$ cat src/rtl/vga_sync_gen.sv
// VGA raster timing generator: pixel/line counters, registered sync and blanking
// flags all derived from the next-state counters so they line up with pixel_x/pixel_y.
module vga_sync_gen #(
  parameter int H_VIS    = 640,
  parameter int H_FP     = 16,
  parameter int H_SYNC   = 96,
  parameter int H_BP     = 48,
  parameter int V_VIS    = 480,
  parameter int V_FP     = 10,
  parameter int V_SYNC   = 2,
  parameter int V_BP     = 33,
  parameter int SYNC_POL = 0
) (
  input  logic       clk,
  input  logic       rst_n,
  input  logic       en,
  output logic [9:0] pixel_x,
  output logic [9:0] pixel_y,
  output logic       hsync,
  output logic       vsync,
  output logic       video_on,
  output logic       frame_start,
  output logic       line_end
);

  localparam int H_TOTAL = H_VIS + H_FP + H_SYNC + H_BP;
  localparam int V_TOTAL = V_VIS + V_FP + V_SYNC + V_BP;

  localparam logic [9:0] H_LAST   = 10'(H_TOTAL - 1);
  localparam logic [9:0] V_LAST   = 10'(V_TOTAL - 1);
  localparam logic [9:0] H_VIS_W  = 10'(H_VIS);
  localparam logic [9:0] V_VIS_W  = 10'(V_VIS);
  localparam logic [9:0] HS_START = 10'(H_VIS + H_FP);
  localparam logic [9:0] HS_END   = 10'(H_VIS + H_FP + H_SYNC - 1);
  localparam logic [9:0] VS_START = 10'(V_VIS + V_FP);
  localparam logic [9:0] VS_END   = 10'(V_VIS + V_FP + V_SYNC - 1);
  localparam logic       SYNC_ACT = 1'(SYNC_POL);

  logic [9:0] next_x;
  logic [9:0] next_y;
  logic       hs_active;
  logic       vs_active;

  // Next raster position; the line counter only advances on the horizontal wrap.
  always_comb begin
    next_x = pixel_x + 10'd1;
    next_y = pixel_y;
    if (pixel_x == H_LAST) begin
      next_x = 10'd0;
      if (pixel_y == V_LAST) begin
        next_y = 10'd0;
      end else begin
        next_y = pixel_y + 10'd1;
      end
    end
  end

  always_comb begin
    hs_active = (next_x >= HS_START) && (next_x <= HS_END);
    vs_active = (next_y >= VS_START) && (next_y <= VS_END);
  end

  always_ff @(posedge clk or negedge rst_n) begin
    if (!rst_n) begin
      pixel_x     <= 10'd0;
      pixel_y     <= 10'd0;
      hsync       <= ~SYNC_ACT;
      vsync       <= ~SYNC_ACT;
      video_on    <= 1'b0;
      frame_start <= 1'b0;
      line_end    <= 1'b0;
    end else if (en) begin
      pixel_x     <= next_x;
      pixel_y     <= next_y;
      hsync       <= hs_active ? SYNC_ACT : ~SYNC_ACT;
      vsync       <= vs_active ? SYNC_ACT : ~SYNC_ACT;
      video_on    <= (next_x < H_VIS_W) && (next_y < V_VIS_W);
      // Only reachable by wrapping, so the reset-held origin never pulses.
      frame_start <= (next_x == 10'd0) && (next_y == 10'd0);
      line_end    <= (next_x == H_LAST);
    end
  end

endmodule

$ cat config.mk
export PLATFORM = sky130hd
export DESIGN_NAME = vga_sync_gen
export DESIGN_NICKNAME = d
export VERILOG_FILES = /design/src/rtl/vga_sync_gen.sv
export SDC_FILE = /design/constraint.sdc
export NUM_CORES = 1
export LEC_CHECK = 0
export BUFFER_PORTS_ARGS = -buffer_cell sky130_fd_sc_hd__buf_2
export CELL_PAD_IN_SITES_DETAIL_PLACEMENT = 1
export CELL_PAD_IN_SITES_GLOBAL_PLACEMENT = 1
export CORE_ASPECT_RATIO = 1.1
export CORE_MARGIN = 4
export CORE_UTILIZATION = 35
export CTS_BUF_LIST = sky130_fd_sc_hd__clkbuf_8
export CTS_CLUSTER_DIAMETER = 40
export DETAILED_ROUTE_END_ITERATION = 12
export GPL_ROUTABILITY_DRIVEN = 0
export PLACE_DENSITY = 0.66
export SLEW_MARGIN = 20
export SYNTH_ARGS = -nofsm -noshare
export SYNTH_HDL_FRONTEND = slang
export SYNTH_SLANG_ARGS = --single-unit
$ cat constraint.sdc
create_clock -name clk -period 2.5 [get_ports clk]
set_clock_uncertainty 0.1 [all_clocks]
set_input_delay 0.25 -clock clk [delete_from_list [all_inputs] [get_ports clk]]
set_output_delay 0.25 -clock clk [all_outputs]
set_load 0.01 [all_outputs]
==> results of run 1 <==
Yosys cell counts (3+ instances only):
| library cell | count | area (um^2) |
|---|---|---|
| a21oi_1 | 6 | 30.0 |
| a31oi_1 | 3 | 18.8 |
| and3_1 | 4 | 25.0 |
| buf_6 | 3 | 33.8 |
| clkbuf_1 | 6 | 22.5 |
| dfrtp_1 | 23 | 576 |
| ha_1 | 4 | 50.1 |
| inv_1 | 5 | 18.8 |
| mux2_2 | 5 | 56.3 |
| nand2_1 | 20 | 75.1 |
| nand3_1 | 12 | 60.1 |
| nand4_1 | 7 | 43.8 |
| nor2_1 | 17 | 63.8 |
| nor3_1 | 6 | 30.0 |
| o21ai_0 | 9 | 45.0 |
| o31ai_1 | 4 | 30.0 |
| xnor2_1 | 10 | 87.6 |
| xor2_1 | 5 | 43.8 |
how the worst max path moves through the flow:
stage | cells after the start | slack (ns) | endpoint | startpoint
after floorplan | 7 | 0.15 | pixel_y[8]$_DFFE_PN0P_ | pixel_x[5]$_DFFE_PN0P_
after global placement | 7 | 0.1 | frame_start$_DFFE_PN0P_ | pixel_x[5]$_DFFE_PN0P_
after detailed placement | 7 | 0.02 | frame_start$_DFFE_PN0P_ | pixel_x[5]$_DFFE_PN0P_
after CTS | 7 | 0.09 | frame_start$_DFFE_PN0P_ | pixel_x[5]$_DFFE_PN0P_
after global routing | 9 | -0.04 | vsync$_DFFE_PN1P_ | pixel_x[0]$_DFFE_PN0P_
final | 6 | 0.13 | frame_start$_DFFE_PN0P_ | pixel_x[5]$_DFFE_PN0P_
power breakdown:
| part | internal [mW] | total (mW) | leakage, nW | switching, mW |
|---|---|---|---|---|
| sequential | 0.461 | 0.524 | 0.314 | 0.0625 |
| clock | 0.110 | 0.241 | 0.0269 | 0.131 |
| combinational | 0.276 | 0.629 | 0.577 | 0.353 |
sequential cells by signal, summed over array words and instances, names as in the netlist:
name and flops:
line_end 1, frame_start 1, pixel_x 10, pixel_y 10
hsync 1, vsync 1, video_on 1
layout make-up:
cell class / instances / area [um^2]
timing repair buffer: 48 / 295
clock inverter: 1 / 3.75
tap: 56 / 70.1
inverter: 5 / 18.8
clock buffer: 3 / 41.3
fill: 595 / 2700
sequential: 25 / 628
multi-input combinational: 156 / 1030
per-stage QoR:
stage          instance area [um^2]   util  instances  total power [mW]
2_1_floorplan                  1770      -        202             0.918
3_5_place_dp                   2020  0.423        289              1.16
5_1_grt                        2090  0.436        294              1.50
6_report                       2090  0.436        294              1.39
4_1_cts                        2090  0.436        294              1.41
3_3_place_gp                   2020  0.423        289              1.13
cell families (layout without fill, tap and decap cells):
group | after synthesis | in the layout | synth area share
simple gates | 89 | 89 | 0.275
flops | 25 | 25 | 0.354
fa+ha+maj | 4 | 4 | 0.0282
xor+xnor | 15 | 15 | 0.0740
buf+inv | 21 | 57 | 0.0698
compound gates | 42 | 42 | 0.162
mux | 6 | 6 | 0.0374
layer usage:
layer	GRT usage	vias to the layer above
met2	0.347	46
li1	-	796
met5	0	-
met3	0.0254	11
met1	0.246	878
met4	0.0909	0
worst max-delay path: cells and delay by family, from the launching register on:
kind | cells | cell delay, ns
AND/OR/NAND/NOR | 4 | 1.27
flip-flops | 1 | 0.39
AO/OA/AOI/OAI | 1 | 0.31
XOR/XNOR | 1 | 0.20
repair_timing:
action | in CTS | in global routing
hold endpoints to repair | 23 | 0
gates cloned | 0 | 0
hold buffers | 1 | 0
pin swaps | 0 | 2
setup endpoints to repair | 1 | 2
resized for setup | 1 | 1
==> results.yml, run 1 <==
floorplan:
  die_h_um: 82.7
  rows: 26
  io_pins: 28
  dieArea_um2: 6270
  core_area_um2: 4780
  start_util: 0.371
  die_w_um: 75.9
clocking:
  cts_made_buffers: 3
  cts_sinks: 25
  h-tree-depth: 1
  insertion_delay_ns: 0.27
  tritoncts: "done"
  clock_path_buffers: 2
  cts.reportedPaths.clkPinSlew_ns: 0.09
  post_cts_buffers: 0
  clock-root-buffer: "clkbuf_8"
routing:
  routedLengthMet1_um: 2390
  first_pass_iters: 4
  via_count: 1731
  routed-wl-met3_um: 182
  drc: 0
  viasPerCell: 5.89
  top_layer: "met4"
  drtAntennaViolNets: 0
  wl_um: 5570
  wl_met2_um: 2850
  drtIter0Drc: 102
  wl_per_cell_um: 18.9
job:
  cap_violations: 0
grt:
  grt_pass1_vias: 1836
  antenna_found_initial: 0
  grt-ovfl-total: 0
  track_usage: 0.201
  grt_pass1_wl_um: 9380
  grt_max_degree: 26
synth:
  ys.flop_type: "dfrtp_1"
  ys_seq_area_frac: 0.354
  synth_edf_count: 0
  syn_avg_cell_area_um2: 8.78
  synth-async-reset-ratio: 1.00
  yosysUniqueCellTypes: 56
  synth_cells: 202
  synth_area_um2: 1770
  synth_nets: 209
  yosysWarnings: 0
  ys_seq_elements: 25
setup_path:
  start_kind: "flip-flop"
  rr_worst_depth: 6
  cp_slowest_cell: "or3_1"
  end_kind: "flip-flop"
  reg2reg_from: "pixel_x[5]$_DFFE_PN0P_"
  worstReg2RegEnd: "frame_start$_DFFE_PN0P_"
  crit_type: "reg2reg"
  rrSetupSlack_ns: 0.13
  cp_max_fo: 10
  path_cells: "or3_4 > or3_1 > nor2_1 > xnor2_1 > nand4_1 > o32ai_1"
  max_stage_delay_ns: 0.54
  worstPathRequired_ns: 2.57
  arrival_ns: 2.44
timing:
  drv_slew: 0
  hold_violations: 0
  whs_ns: 0.208
  setup_slack_ns: 0.132
  min_period_ns: 2.37
  fin_crit_sh: 0.947
  clock.fmax_mhz: 422
  setup_violations: 0
  slew_headroom: 0.600
  tightest_slew_ns: 0.599
  rsz0062_at_grt: "true"
  tns_ns: 0
cells_and_area:
  final_common_cell: "buf_2"
  diodes: 0
  finalNetCount: 246
  drive_above_1_share: 0.290
  layout_common_cells: "27 x buf_2, 23 x dfrtp_1, 20 x nand2_1, 20 x buf_4, 17 x nor2_1"
  syn_to_final_growth_pct: 17.6
min_path:
  worstHoldEndpoint: "pixel_x[1]$_DFFE_PN0P_"
  hold_path.class: "in2reg"
  hold_path_startpoint: "en"
  min_delay_path_depth: 2
pwr:
  p_per_area_nw_per_um2: 668
  ir_drop_v: 0.000276
  leakage_nw: 0.918
place:
  port_buffers: 27
  dpl.hpwl_um: 4320
  post-place-ws_ns: 0.0169
run_status:
  run_status: "finished clean"
Note: power is estimated with default switching activity, not from simulation.
==> inputs of run 2 (changes only) <==
Settings changed: ABC_AREA from default to 1, PLACE_DENSITY 0.66 to 0.7.
==> results.yml, run 2 <==
setup_path:
  worstReg2RegEnd: "vsync$_DFFE_PN1P_"
  cp_num_buf_inv: 1
  cp_max_fo: 11
  crit_family: "simple AND/OR/NAND/NOR gates"
  worstPathRequired_ns: 2.62
  start_kind: "flip-flop"
  path_cells: "ha_1 > nand4_1 > nor2_2 > nand3_1 > nand2_1 > nand3_1 > nor2_1 > nand3_1 > nand2_1 > inv_1"
  cp_slowest_cell: "nor2_2"
  critPathMostFrequentCell: "nand3_1"
  rrSetupSlack_ns: 0.33
  crit_type: "reg2reg"
  rr_worst_depth: 10
  arrival_ns: 2.29
  reg2reg_from: "pixel_x[1]$_DFFE_PN0P_"
  max_stage_delay_ns: 0.46
  end_kind: "flip-flop"
synth:
  synth_edf_count: 0
  synth-async-reset-ratio: 1.00
  yosysTopAreaCell: "dfrtp_1"
  synth_common_cells: "79 x nand2_1, 33 x inv_1, 30 x nand3_1, 24 x nor2_1, 23 x dfrtp_1"
  ys.flop_type: "dfrtp_1"
  yosysWarnings: 0
  synth_area_um2: 1760
  synth_cells: 261
  ys_seq_elements: 25
  syn_avg_cell_area_um2: 6.73
  yosysUniqueCellTypes: 29
  post-synth-top-count-cell: "nand2_1"
  synth_top_area_frac: 0.328
  synth_nets: 268
  synth_area_leaders: "dfrtp_1 33%, nand2_1 17%, nand3_1 8.5%, inv_1 7.1%, nor2_1 5.1%"
  ys_seq_area_frac: 0.358
pwr:
  leakage_nw: 1.01
  ir_drop_v: 0.000327
  p_per_area_nw_per_um2: 706
  fin_total_pwr_mw: 1.40
min_path:
  hold_path_startpoint: "en"
  worstHoldEndpoint: "hsync$_DFFE_PN1P_"
  min_delay_path_depth: 3
  hold_path.class: "in2reg"
routing:
  via_count: 1781
  wl_per_cell_um: 14.8
  viasPerCell: 5.21
  drtIter0Drc: 80
  drtAntennaViolNets: 0
  wl_um: 5080
  first_pass_iters: 4
  drc: 0
timing:
  rsz0062_at_grt: "false"
  setup_violations: 0
  slew_headroom: 0.582
  tns_ns: 0
  tightest_slew_ns: 0.628
  drv_slew: 0
  fin_crit_sh: 0.868
  whs_ns: 0.298
  hold_violations: 0
  clock.fmax_mhz: 461
  min_period_ns: 2.17
  setup_slack_ns: 0.331
grt:
  grt_max_degree: 26
  grt-ovfl-total: 0
  track_usage: 0.183
  grt_pass1_wl_um: 8690
  grt_pass1_vias: 1837
  antenna_found_initial: 0
cells_and_area:
  seq_area_um2: 628
  multiInputGateArea_um2: 957
  diodes: 0
  nFillCells: 643
  syn_to_final_growth_pct: 12.6
  final_cell_area_um2: 1980
  drive_above_1_share: 0.175
  final_common_cell: "nand2_1"
  layout_common_cells: "79 x nand2_1, 33 x inv_1, 30 x nand3_1"
  largest_registers: "pixel_x: 10 flops, pixel_y: 10 flops"
  finalNetCount: 294
floorplan:
  dieArea_um2: 6220
  core_area_um2: 4750
  start_util: 0.370
  die_h_um: 82.3
  die_w_um: 75.6
  io_pins: 28
  rows: 26
clocking:
  cts.reportedPaths.clkPinSlew_ns: 0.09
  post_cts_buffers: 0
  hold_buffers: 1
  clock-root-buffer: "clkbuf_8"
  insertion_delay_ns: 0.28
  post_cts_resized: 0
  h-tree-depth: 1
  cts_sinks: 25
  tritoncts: "done"
  cts_made_buffers: 3
  clock_path_buffers: 2
place:
  place_area_um2: 1920
  post-place-ws_ns: 0.335
  dpl.hpwl_um: 3900
  port_buffers: 27
run_status:
  run_status: "finished clean"
job:
  cap_violations: 0
## run 2: logic make-up after synthesis
logic type,Yosys count,share of synthesized area
compound gates,27,0.0862
xor+xnor,2,0.00997
fa+ha+maj,4,0.0285
buf+inv,41,0.0976
flops,25,0.358
simple gates,162,0.420
## run 2: where the power goes
part	switching, mW	total (mW)	leakage [nW]	internal [mW]
combinational	0.327	0.521	0.670	0.194
sequential	0.138	0.623	0.310	0.485
clock	0.141	0.253	0.0255	0.112
total	0.606	1.40	1.01	0.791
## run 2: stage by stage
| step | cells | util |
|---|---|---|
| after global routing | 342 | 0.416 |
| after detailed placement | 337 | 0.405 |
| after global placement | 337 | 0.405 |
| after CTS | 342 | 0.416 |
| final | 342 | 0.416 |
| after floorplan | 261 | - |
## run 2: cell type report
class,count,area share
Multi-Input combinational cell,195,0.484
Inverter,33,0.0626
Clock inverter,1,0.00253
Clock buffer,3,0.0209
Timing Repair Buffer,29,0.0772
Tap cell,56,0.0354
Sequential cell,25,0.318
## run 2: worst max path at each step
stage                            from                      end  depth (start not counted)
6_report       pixel_x[1]$_DFFE_PN0P_        vsync$_DFFE_PN1P_                         10
5_1_grt        pixel_x[1]$_DFFE_PN0P_     video_on$_DFFE_PN0P_                          9
4_1_cts        pixel_x[0]$_DFFE_PN0P_     video_on$_DFFE_PN0P_                          9
3_5_place_dp   pixel_x[0]$_DFFE_PN0P_     video_on$_DFFE_PN0P_                          9
3_3_place_gp   pixel_x[0]$_DFFE_PN0P_        vsync$_DFFE_PN1P_                         10
2_1_floorplan  pixel_x[1]$_DFFE_PN0P_  frame_start$_DFFE_PN0P_                         12
## run 2: worst reg2reg max path: cells and delay by family, from the launching register on
family | cells | cell delay, ns
simple gates | 8 | 1.27
flops | 1 | 0.44
fa+ha+maj | 1 | 0.26
buf+inv | 1 | 0.04
## run 2: per-layer routing
metal | up-vias | part of all wire | global-route usage
met4 | 0 | 0.019 | 0.0629
met5 | - | 0 | 0
li1 | 892 | - | -
met3 | 9 | 0.021 | 0.0194
met1 | 855 | 0.44 | 0.226
met2 | 25 | 0.52 | 0.327
